`src/rtl/price_disp_pkg.sv`:
```
// -----------------------------------------------------------------------------
// price_disp_pkg
// Shared definitions for the price display path: default widths of the binary
// price and its BCD form, the blank digit code, the number of digits that are
// always shown, the decoder state encoding and a helper for counter sizing.
// -----------------------------------------------------------------------------
package price_disp_pkg;

  localparam int DEF_IN_W   = 19;  // binary price width, max 524287 centimos
  localparam int DEF_DIGITS = 6;   // BCD digits on the price display

  // Digit code the 7-segment driver renders as an unlit digit.
  localparam logic [3:0] BLANK_CODE = 4'hF;

  // Euro units plus two cent digits are always displayed ("0.05").
  localparam int SHOWN_DIGITS = 3;

  typedef enum logic {
    IDLE,
    SHIFT
  } state_t;

  // Bits needed to hold a bit counter loaded with w.
  function automatic int cnt_width(input int w);
    return $clog2(w + 1);
  endfunction

  localparam int DEF_CNT_W = cnt_width(DEF_IN_W);

endpackage : price_disp_pkg

```
`src/rtl/price_bcd_add3.sv`:
```
// -----------------------------------------------------------------------------
// price_bcd_add3
// Combinational double-dabble corrector for one BCD digit: digits of 5 or more
// get 3 added so that the following left shift carries into the next digit.
//
// Ports:
//   din   [3:0]  scratch digit before correction
//   dout  [3:0]  corrected digit
// -----------------------------------------------------------------------------
module price_bcd_add3 (
  input  logic [3:0] din,
  output logic [3:0] dout
);

  // Inputs are always 0..9 while converting, so the sum never exceeds 12.
  assign dout = (din >= 4'd5) ? din + 4'd3 : din;

endmodule : price_bcd_add3

```
`src/rtl/price_bcd_decoder.sv`:
```
// -----------------------------------------------------------------------------
// price_bcd_decoder
// Sequential binary-to-BCD converter for the scale's price display. A start
// request captures the binary price; one bit is shifted through the
// double-dabble scratch register per clock, and after IN_W shifts the result
// is loaded into bcd together with a one-cycle done pulse.
//
// Build option:
//   LEAD_ZERO_BLANK_EN  when defined, leading zero digits from DIGITS-1 down to
//                       digit 3 are replaced with BLANK_CODE on load.
//
// Ports:
//   clk     system clock, rising edge
//   rst_n   synchronous active-low reset
//   start   conversion request, honoured only while idle
//   precof  [IN_W-1:0]      binary price in centimos, captured on accept
//   busy    high while a conversion is running
//   done    one-cycle pulse when bcd is updated
//   bcd     [4*DIGITS-1:0]  packed BCD result, digit 0 in bits [3:0]
// -----------------------------------------------------------------------------
module price_bcd_decoder
  import price_disp_pkg::*;
#(
  parameter int IN_W   = DEF_IN_W,
  parameter int DIGITS = DEF_DIGITS
) (
  input  logic                  clk,
  input  logic                  rst_n,
  input  logic                  start,
  input  logic [IN_W-1:0]       precof,
  output logic                  busy,
  output logic                  done,
  output logic [4*DIGITS-1:0]   bcd
);

  localparam int CNT_W = cnt_width(IN_W);
  localparam int BCD_W = 4 * DIGITS;

  state_t             state, state_next;
  logic [IN_W-1:0]    bin_sr;
  logic [BCD_W-1:0]   scratch;
  logic [CNT_W-1:0]   cnt;

  logic               accept;
  logic               shift_en;
  logic               finish;

  logic [BCD_W-1:0]   corrected;
  logic [BCD_W-1:0]   scratch_next;
  logic [IN_W-1:0]    bin_next;
  logic [BCD_W-1:0]   result;

  // The top corrected bit is shifted out and discarded; it is always zero
  // because the digit count covers the full input range.
  logic               unused_top;

  // ---------------------------------------------------------------------------
  // Per-digit add-3 correction of the scratch register.
  // ---------------------------------------------------------------------------
  for (genvar g = 0; g < DIGITS; g++) begin : g_add3
    price_bcd_add3 u_add3 (
      .din  (scratch[4*g +: 4]),
      .dout (corrected[4*g +: 4])
    );
  end

  assign unused_top   = corrected[BCD_W-1];
  assign scratch_next = {corrected[BCD_W-2:0], bin_sr[IN_W-1]};
  assign bin_next     = {bin_sr[IN_W-2:0], 1'b0};

  // ---------------------------------------------------------------------------
  // Next-state and control decode.
  // ---------------------------------------------------------------------------
  always_comb begin
    // NOTE: every output of a combinational block gets a default first so no
    // path through the case leaves it unassigned, which would infer a latch.
    state_next = state;
    accept     = 1'b0;
    shift_en   = 1'b0;
    finish     = 1'b0;

    unique case (state)
      IDLE: begin
        if (start) begin
          accept     = 1'b1;
          state_next = SHIFT;
        end
      end
      SHIFT: begin
        shift_en = 1'b1;
        // cnt == 1 marks the IN_W-th shift edge.
        if (cnt == CNT_W'(1)) begin
          finish     = 1'b1;
          state_next = IDLE;
        end
      end
      default: state_next = IDLE;
    endcase
  end

  // ---------------------------------------------------------------------------
  // Result formatting: raw BCD, optionally with leading zeros blanked.
  // ---------------------------------------------------------------------------
`ifdef LEAD_ZERO_BLANK_EN
  logic leading;

  always_comb begin
    result  = scratch_next;
    leading = 1'b1;
    for (int i = DIGITS - 1; i >= SHOWN_DIGITS; i--) begin
      if (leading && (scratch_next[4*i +: 4] == 4'd0)) begin
        result[4*i +: 4] = BLANK_CODE;
      end else begin
        leading = 1'b0;
      end
    end
  end
`else
  assign result = scratch_next;
`endif

  // ---------------------------------------------------------------------------
  // State register.
  // ---------------------------------------------------------------------------
  always_ff @(posedge clk) begin
    // NOTE: sequential state is written with non-blocking assignments so every
    // register samples pre-edge values regardless of statement order.
    if (!rst_n) state <= IDLE;
    else        state <= state_next;
  end

  // ---------------------------------------------------------------------------
  // Datapath registers.
  // ---------------------------------------------------------------------------
  always_ff @(posedge clk) begin
    if (!rst_n) begin
      bin_sr  <= '0;
      scratch <= '0;
      cnt     <= '0;
      bcd     <= '0;
      done    <= 1'b0;
    end else begin
      done <= finish;
      if (accept) begin
        bin_sr  <= precof;
        scratch <= '0;
        cnt     <= CNT_W'(IN_W);
      end else if (shift_en) begin
        bin_sr  <= bin_next;
        scratch <= scratch_next;
        cnt     <= cnt - CNT_W'(1);
        // bcd is only touched on completion, never with partial values.
        if (finish) bcd <= result;
      end
    end
  end

  assign busy = (state == SHIFT);

endmodule : price_bcd_decoder

```
`config.mk`:
```
export PLATFORM = sky130hd
export DESIGN_NAME = price_bcd_decoder
export DESIGN_NICKNAME = d
export VERILOG_FILES = /design/src/rtl/price_disp_pkg.sv /design/src/rtl/price_bcd_add3.sv /design/src/rtl/price_bcd_decoder.sv
export SDC_FILE = /design/constraint.sdc
export NUM_CORES = 1
export LEC_CHECK = 0
export BUFFER_PORTS_ARGS = -buffer_cell sky130_fd_sc_hd__buf_2
export CAP_MARGIN = 20
export CORE_MARGIN = 2
export CORE_UTILIZATION = 40
export CTS_CLUSTER_SIZE = 10
export DETAILED_ROUTE_END_ITERATION = 6
export PLACE_DENSITY = 0.62
export SYNTH_ARGS = -nofsm -noshare
export SYNTH_HDL_FRONTEND = slang
export SYNTH_SLANG_ARGS = --single-unit
```
`constraint.sdc`:
```
create_clock -name clk -period 3.65 [get_ports clk]
set_clock_uncertainty 0.1 [all_clocks]
set_input_delay 0.1825 -clock clk [delete_from_list [all_inputs] [get_ports clk]]
set_output_delay 0.1825 -clock clk [all_outputs]
set_load 0.02 [all_outputs]
```
==> metrics.cfg, run 1 <==
[status]
status = complete, no violations

[placed_design]
placedCellCount = 546
io_buffers = 47
place_area_sq_um = 3720
globalplace.congestion = 0.8103
dp_hpwl_microns = 4639

[yosys]
syn_inst = 412
synthArstFlopShare_pct = 0
synth_top_area_share_pct = 42.56
synthSimpleGateAreaFrac_pct = 17.72
muxShareOfSynthArea_pct = 7.656
synth_warnings = 0
ys_ff_latch = 74
synth_top_family_by_area = compound AO/OA/AOI/OAI gates
yosys-top-cells-area = dfxtp_1 43%, a21oi_1 6.8%, mux2i_1 6.0%
syn_area_sq_um = 3481
yosys.area_share.adder_pct = 5.032
synth_seq_area_share_pct = 42.56
synthFlopType = dfxtp_1
syn-num-nets = 448
yosysUniqueCellTypes = 39
syn_avg_cell_area_sq_um = 8.449
synth-compound-area-share_pct = 18.84
synth_xor_area_share_pct = 2.013
synth_top_cell_by_area = dfxtp_1
synth_edf_count = 0

[sta]
setup_violations = 0
tightest_slew_ps = 959.4
fin_crit_ps = 2164
period_share_pct = 59.30
setup_tns_ps = 0
rsz0062_at_grt = false
max_freq_mhz = 462.0
hold_viol = 0
whs_ps = 17.17
slew_viol_final = 0
relSlewSlack_pct = 36.04

[clock_network]
root_buffer = clkbuf_8
cts.sinks = 74
cts_max_level = 3
numCtsBuffers = 9
cts.repair.resized = 0
post_cts_buffers = 0
clock_latency_ps = 350
clockBufferDepth = 2
clkTransAtPathRegs_ps = 80
cts_tree = built
ctsHoldBuffers = 0

[worst_hold_path]
min_path_type = in2reg
min-delay-start = precof[0]

[floorplan]
io_pins = 48
die_y_microns = 97.29
row_count = 34
die_area_sq_um = 9464
fp.coreArea_sq_um = 8593
initial_core_util_pct = 40.51
die_x_microns = 97.29

[global_routing]
overflow = 0
grt_pass1_vias = 2686
grt_start_max_net_pins = 60
grt_pass1_wl_microns = 11900
antenna_found_initial = 0
grt_use_total_pct = 15.02

[worst_setup_path]
start_kind = register
slowest_stage = dfxtp_2
crit_fanout = 59
ff2ff_setup_slack_ps = 1700
crit-reg2reg-launch = busy$_SDFF_PN0_
critPathRequiredTime_ps = 3370
end_kind = primary output
worst-setup-path-type = reg2out
crit_chain = buf_4 > buf_2
crit_start = busy$_SDFF_PN0_
max_stage_delay_ps = 680
worst-endpoint-arrival_ps = 1880

[power_and_ir_drop]
power.internal_uw = 1303
p_comb_share_pct = 10.2
power_frac_clock_pct = 40.4
swShare_pct = 24.94
p_seq_share_pct = 49.4
cellPowerDensity_nw_per_um2 = 440.6
peakVddDrop_mv = 0.3097
p_leak_uw = 0.001564
p_sw_uw = 432.9

[drt]
ant_nets = 0
num_vias = 2874
drc = 0
firstDrtPassIters = 4
drt_wl_total_microns = 6889
first_iter_violations = 118
wl_per_cell_microns = 12.26
via_per_inst = 5.114

[layout]
postLayoutCellArea_sq_um = 3939
multiInputGateArea_sq_um = 1784
post_layout_nonfiller_instances = 562
num-nets-final = 485
fill_cells = 901
area_growth_pct = 13.16
utilization_pct = 45.84
diodes = 0
seq_area_sq_um = 1483
drive_gt1_share_pct = 17.84

[job]
cap_viol_max_count = 0

-- flip-flops by register name, indices dropped and copies added (netlist names) --
signal / count
bin_sr: 19
done: 1
cnt: 5
busy: 1
bcd: 24
scratch: 24
-- through the flow --
stage | power, uW | worst slack [ps]
2_1_floorplan | 1020 | 2057
3_3_place_gp | 1050 | 1658
3_5_place_dp | 1055 | 1640
4_1_cts | 1760 | 1469
5_1_grt | 1816 | 1336
6_report | 1735 | 1486
-- worst max-delay path: cells and delay by family, from the launching register on --
| kind | cells | cell delay [ps] |
|---|---|---|
| buf+inv | 2 | 840 |
| flops | 1 | 680 |
-- routing by layer --
metal,routed length [microns],global-route usage (%),vias to the layer above
met2,3208,25.85,53
li1,-,-,1489
met1,3241,17.61,1326
met5,0,0,-
met4,79,4.380,0
met3,359,5.396,6
-- path summary, 6_finish.rpt --
check                                  end  cells after the start
setup / recovery                      busy                      2
hold / removal      bin_sr[0]$_SDFFE_PN0P_                      3
setup reg to reg  scratch[22]$_SDFFE_PP0P_                      3
hold reg to reg        bcd[9]$_SDFFE_PN0P_                      2
-- final cells by class --
cell class / instances / share of cell area (%)
Clock buffer: 11 / 3.590
Clock inverter: 5 / 1.970
Inverter: 20 / 1.906
Multi-Input combinational cell: 296 / 45.30
Sequential cell: 74 / 37.64
Tap cell: 108 / 3.431
Timing Repair Buffer: 48 / 6.163
-- cell usage in the layout (no fill, tap or decap), drive strengths merged --
| master | n |
|---|---|
| nor3b | 5 |
| nor4 | 1 |
| mux2 | 5 |
| nor2 | 52 |
| buf | 48 |
| o22ai | 6 |
| a211oi | 7 |
| ha | 14 |
| mux2i | 21 |
| a21oi | 48 |
| o21ai | 39 |
| nor2b | 7 |
| nand2 | 48 |
| clkinvlp | 1 |
| nand3 | 6 |
| clkbuf | 11 |
| clkinv | 2 |
| bufinv | 2 |
| a22o | 1 |
| xor2 | 1 |
| a31oi | 6 |
| a21o | 1 |
| nand2b | 6 |
| nand4 | 2 |
| nor3 | 9 |
| and3 | 1 |
| dfxtp | 74 |
| a41oi | 1 |
| inv | 20 |
| o31ai | 1 |
| xnor2 | 7 |
| o211a | 1 |
-- power groups by stage --
stage / Sequential [uW] / Combinational [uW] / Clock, uW
floorplan: 866 / 154 / 0
global placement: 875 / 175 / 0
detailed placement: 876 / 179 / 0
CTS: 857 / 180 / 723
global route: 861 / 203 / 751
finish: 857 / 178 / 701
-- synthesized netlist by cell type (5+ instances only) --
cell / instances
buf_2: 10
buf_6: 5
nor2b_1: 6
nor2_1: 52
nand2_1: 48
nor3b_1: 5
a211oi_2: 5
inv_1: 18
nor3_1: 9
o22ai_1: 5
nand3_1: 6
a31oi_1: 5
clkbuf_1: 5
ha_1: 14
o21ai_0: 36
xnor2_1: 7
a21oi_1: 47
dfxtp_1: 74
mux2_2: 5
nand2b_1: 6
mux2i_1: 21
-- cell families after synthesis --
logic type      after synthesis
compound gates              111
fa+ha+maj                    14
xor+xnor                      8
mux                          26
buf+inv                      42
simple gates                137
flops                        74
No activity file was read; power rests on OpenSTA's default activity.
==> inputs of run 2 (changes only) <==
==> constraint.sdc (replaced) <==
create_clock -name clk -period 2.04 [get_ports clk]
set_clock_uncertainty 0.1 [all_clocks]
set_input_delay 0.102 -clock clk [delete_from_list [all_inputs] [get_ports clk]]
set_output_delay 0.102 -clock clk [all_outputs]
set_load 0.02 [all_outputs]
==> metrics.cfg, run 2 (synthesis gave the netlist of run 1 again) <==
[power_and_ir_drop]
power_uw = 3134
p_sw_uw = 785.4
power_frac_clock_pct = 40.2
p_leak_uw = 0.001606
swShare_pct = 25.06
cellPowerDensity_nw_per_um2 = 779.2
p_comb_share_pct = 11.3
peakVddDrop_mv = 0.4638
p_seq_share_pct = 48.5
power.internal_uw = 2348

[sta]
rsz0062_at_grt = false
setup_tns_ps = 0
slew_viol_final = 0
max_freq_mhz = 568.8
fin_crit_ps = 1758
hold_viol = 0
tightest_slew_ps = 573.9
setup_ws_ps = 281.9
setup_violations = 0
relSlewSlack_pct = 61.74
period_share_pct = 86.18

[layout]
reg_top3 = bcd: 24 flops, scratch: 24 flops, bin_sr: 19 flops
area_growth_pct = 15.53
multiInputGateArea_sq_um = 1784
fill_cells = 878
final_common_cell = dfxtp_1
diodes = 0
post_layout_nonfiller_instances = 569
num-nets-final = 492
layout_common_cells = 73 x dfxtp_1, 52 x nor2_1, 48 x nand2_1
drive_gt1_share_pct = 18.66
seq_area_sq_um = 1483

[worst_setup_path]
path_delay_family = compound AO/OA/AOI/OAI gates
ff2ff_setup_slack_ps = 280
slowest_stage = dfxtp_1
end_kind = register
max_stage_delay_ps = 380
worstRegToRegCells = 6
path_buf_inv = 1
crit_chain = inv_1 > ha_1 > nand2b_1 > a21oi_1 > mux2_2 > o21ai_0
crit_fanout = 4
worst-setup-path-type = reg2reg
critPathRequiredTime_ps = 2210
rr_endpoint = bcd[18]$_SDFFE_PN0P_
start_kind = register
worst-endpoint-arrival_ps = 1930
crit-reg2reg-launch = scratch[17]$_SDFFE_PP0P_

[floorplan]
die_x_microns = 97.29
initial_core_util_pct = 40.51
die_area_sq_um = 9464
fp.coreArea_sq_um = 8593
row_count = 34
io_pins = 48
die_y_microns = 97.29

[drt]
firstDrtPassIters = 4
first_iter_violations = 78
drt_wl_total_microns = 7049
ant_nets = 0
via_per_inst = 5.014
wl_per_cell_microns = 12.39
drc = 0
num_vias = 2853

[clock_network]
clock_latency_ps = 340
cts_tree = built
root_buffer = clkbuf_8
numCtsBuffers = 9
post_cts_buffers = 0
cts.repair.resized = 0
clkTransAtPathRegs_ps = 80
cts.sinks = 74
cts_max_level = 3
clockBufferDepth = 2

[worst_hold_path]
min_path_type = in2reg
min_delay_worst_endpoint = bin_sr[9]$_SDFFE_PN0P_
min-delay-start = precof[9]
worstHoldPathCells = 5

[global_routing]
grt_pass1_wl_microns = 12360
grt_start_max_net_pins = 63
overflow = 0
grt_use_total_pct = 15.79
grt_pass1_vias = 2790
antenna_found_initial = 0

[status]
status = complete, no violations

[placed_design]
io_buffers = 47
placedCellCount = 551
dp_hpwl_microns = 4883
globalplace.congestion = 0.8399
dp_slack_ps = 289.1

[job]
cap_viol_max_count = 0

[run 2: tightest hold or removal path, delay by kind of cell]
| family | cells | cell delay [ps] |
|---|---|---|
| AND/OR/NAND/NOR | 2 | 150 |
| buffers and inverters | 1 | 80 |
| multiplexers | 1 | 60 |
| AO/OA/AOI/OAI | 1 | 40 |
[run 2: area by class of cell]
cell class / instances / area share (%)
clock buffers: 11 / 3.516
clock inverters: 5 / 1.929
inverters: 20 / 1.867
multi-input cells: 296 / 44.37
flip-flops and latches: 74 / 36.87
well taps: 108 / 3.360
repair buffers: 55 / 8.090
[run 2: routing by layer]
layer	share of wire (%)	track usage (%)	routed length, microns	vias up
li1	-	-	-	1493
met1	47	19.35	3323	1298
met2	47	26.44	3322	52
met3	4.0	3.669	284	10
met4	1.7	7.051	117	0
met5	0	0	0	-
[run 2: power groups by stage]
stage,clock [uW],combinational (uW),sequential [uW]
3_5_place_dp,0,353,1550
3_3_place_gp,0,344,1550
5_1_grt,1360,403,1530
2_1_floorplan,0,275,1550
4_1_cts,1290,358,1520
6_report,1260,355,1520
[run 2: worst max-delay path by stage]
stage | startpoint | end | slack [ps] | cells past startpoint
after CTS | scratch[13]$_SDFFE_PP0P_ | bcd[14]$_SDFFE_PN0P_ | 270 | 6
after global placement | scratch[9]$_SDFFE_PP0P_ | bcd[10]$_SDFFE_PN0P_ | 380 | 6
after global routing | scratch[13]$_SDFFE_PP0P_ | bcd[14]$_SDFFE_PN0P_ | 80 | 6
after floorplan | scratch[1]$_SDFFE_PP0P_ | bcd[2]$_SDFFE_PN0P_ | 450 | 6
final | scratch[17]$_SDFFE_PP0P_ | bcd[18]$_SDFFE_PN0P_ | 280 | 6
after detailed placement | scratch[17]$_SDFFE_PP0P_ | bcd[18]$_SDFFE_PN0P_ | 290 | 6
[run 2: per-stage QoR]
step	utilization (%)	cell area [sq um]	hold WS, ps
finish	46.80	4021	21.62
global route	46.80	4021	35.96
CTS	46.80	4021	5.619
detailed placement	44.02	3782	309.2
global placement	44.02	3782	290.7
floorplan	-	3481	135.4
[run 2: what timing repair did]
action	in CTS	in global routing
endpoints found under the setup margin	0	0
hold buffers	2	0
endpoints found under the hold margin	2	0
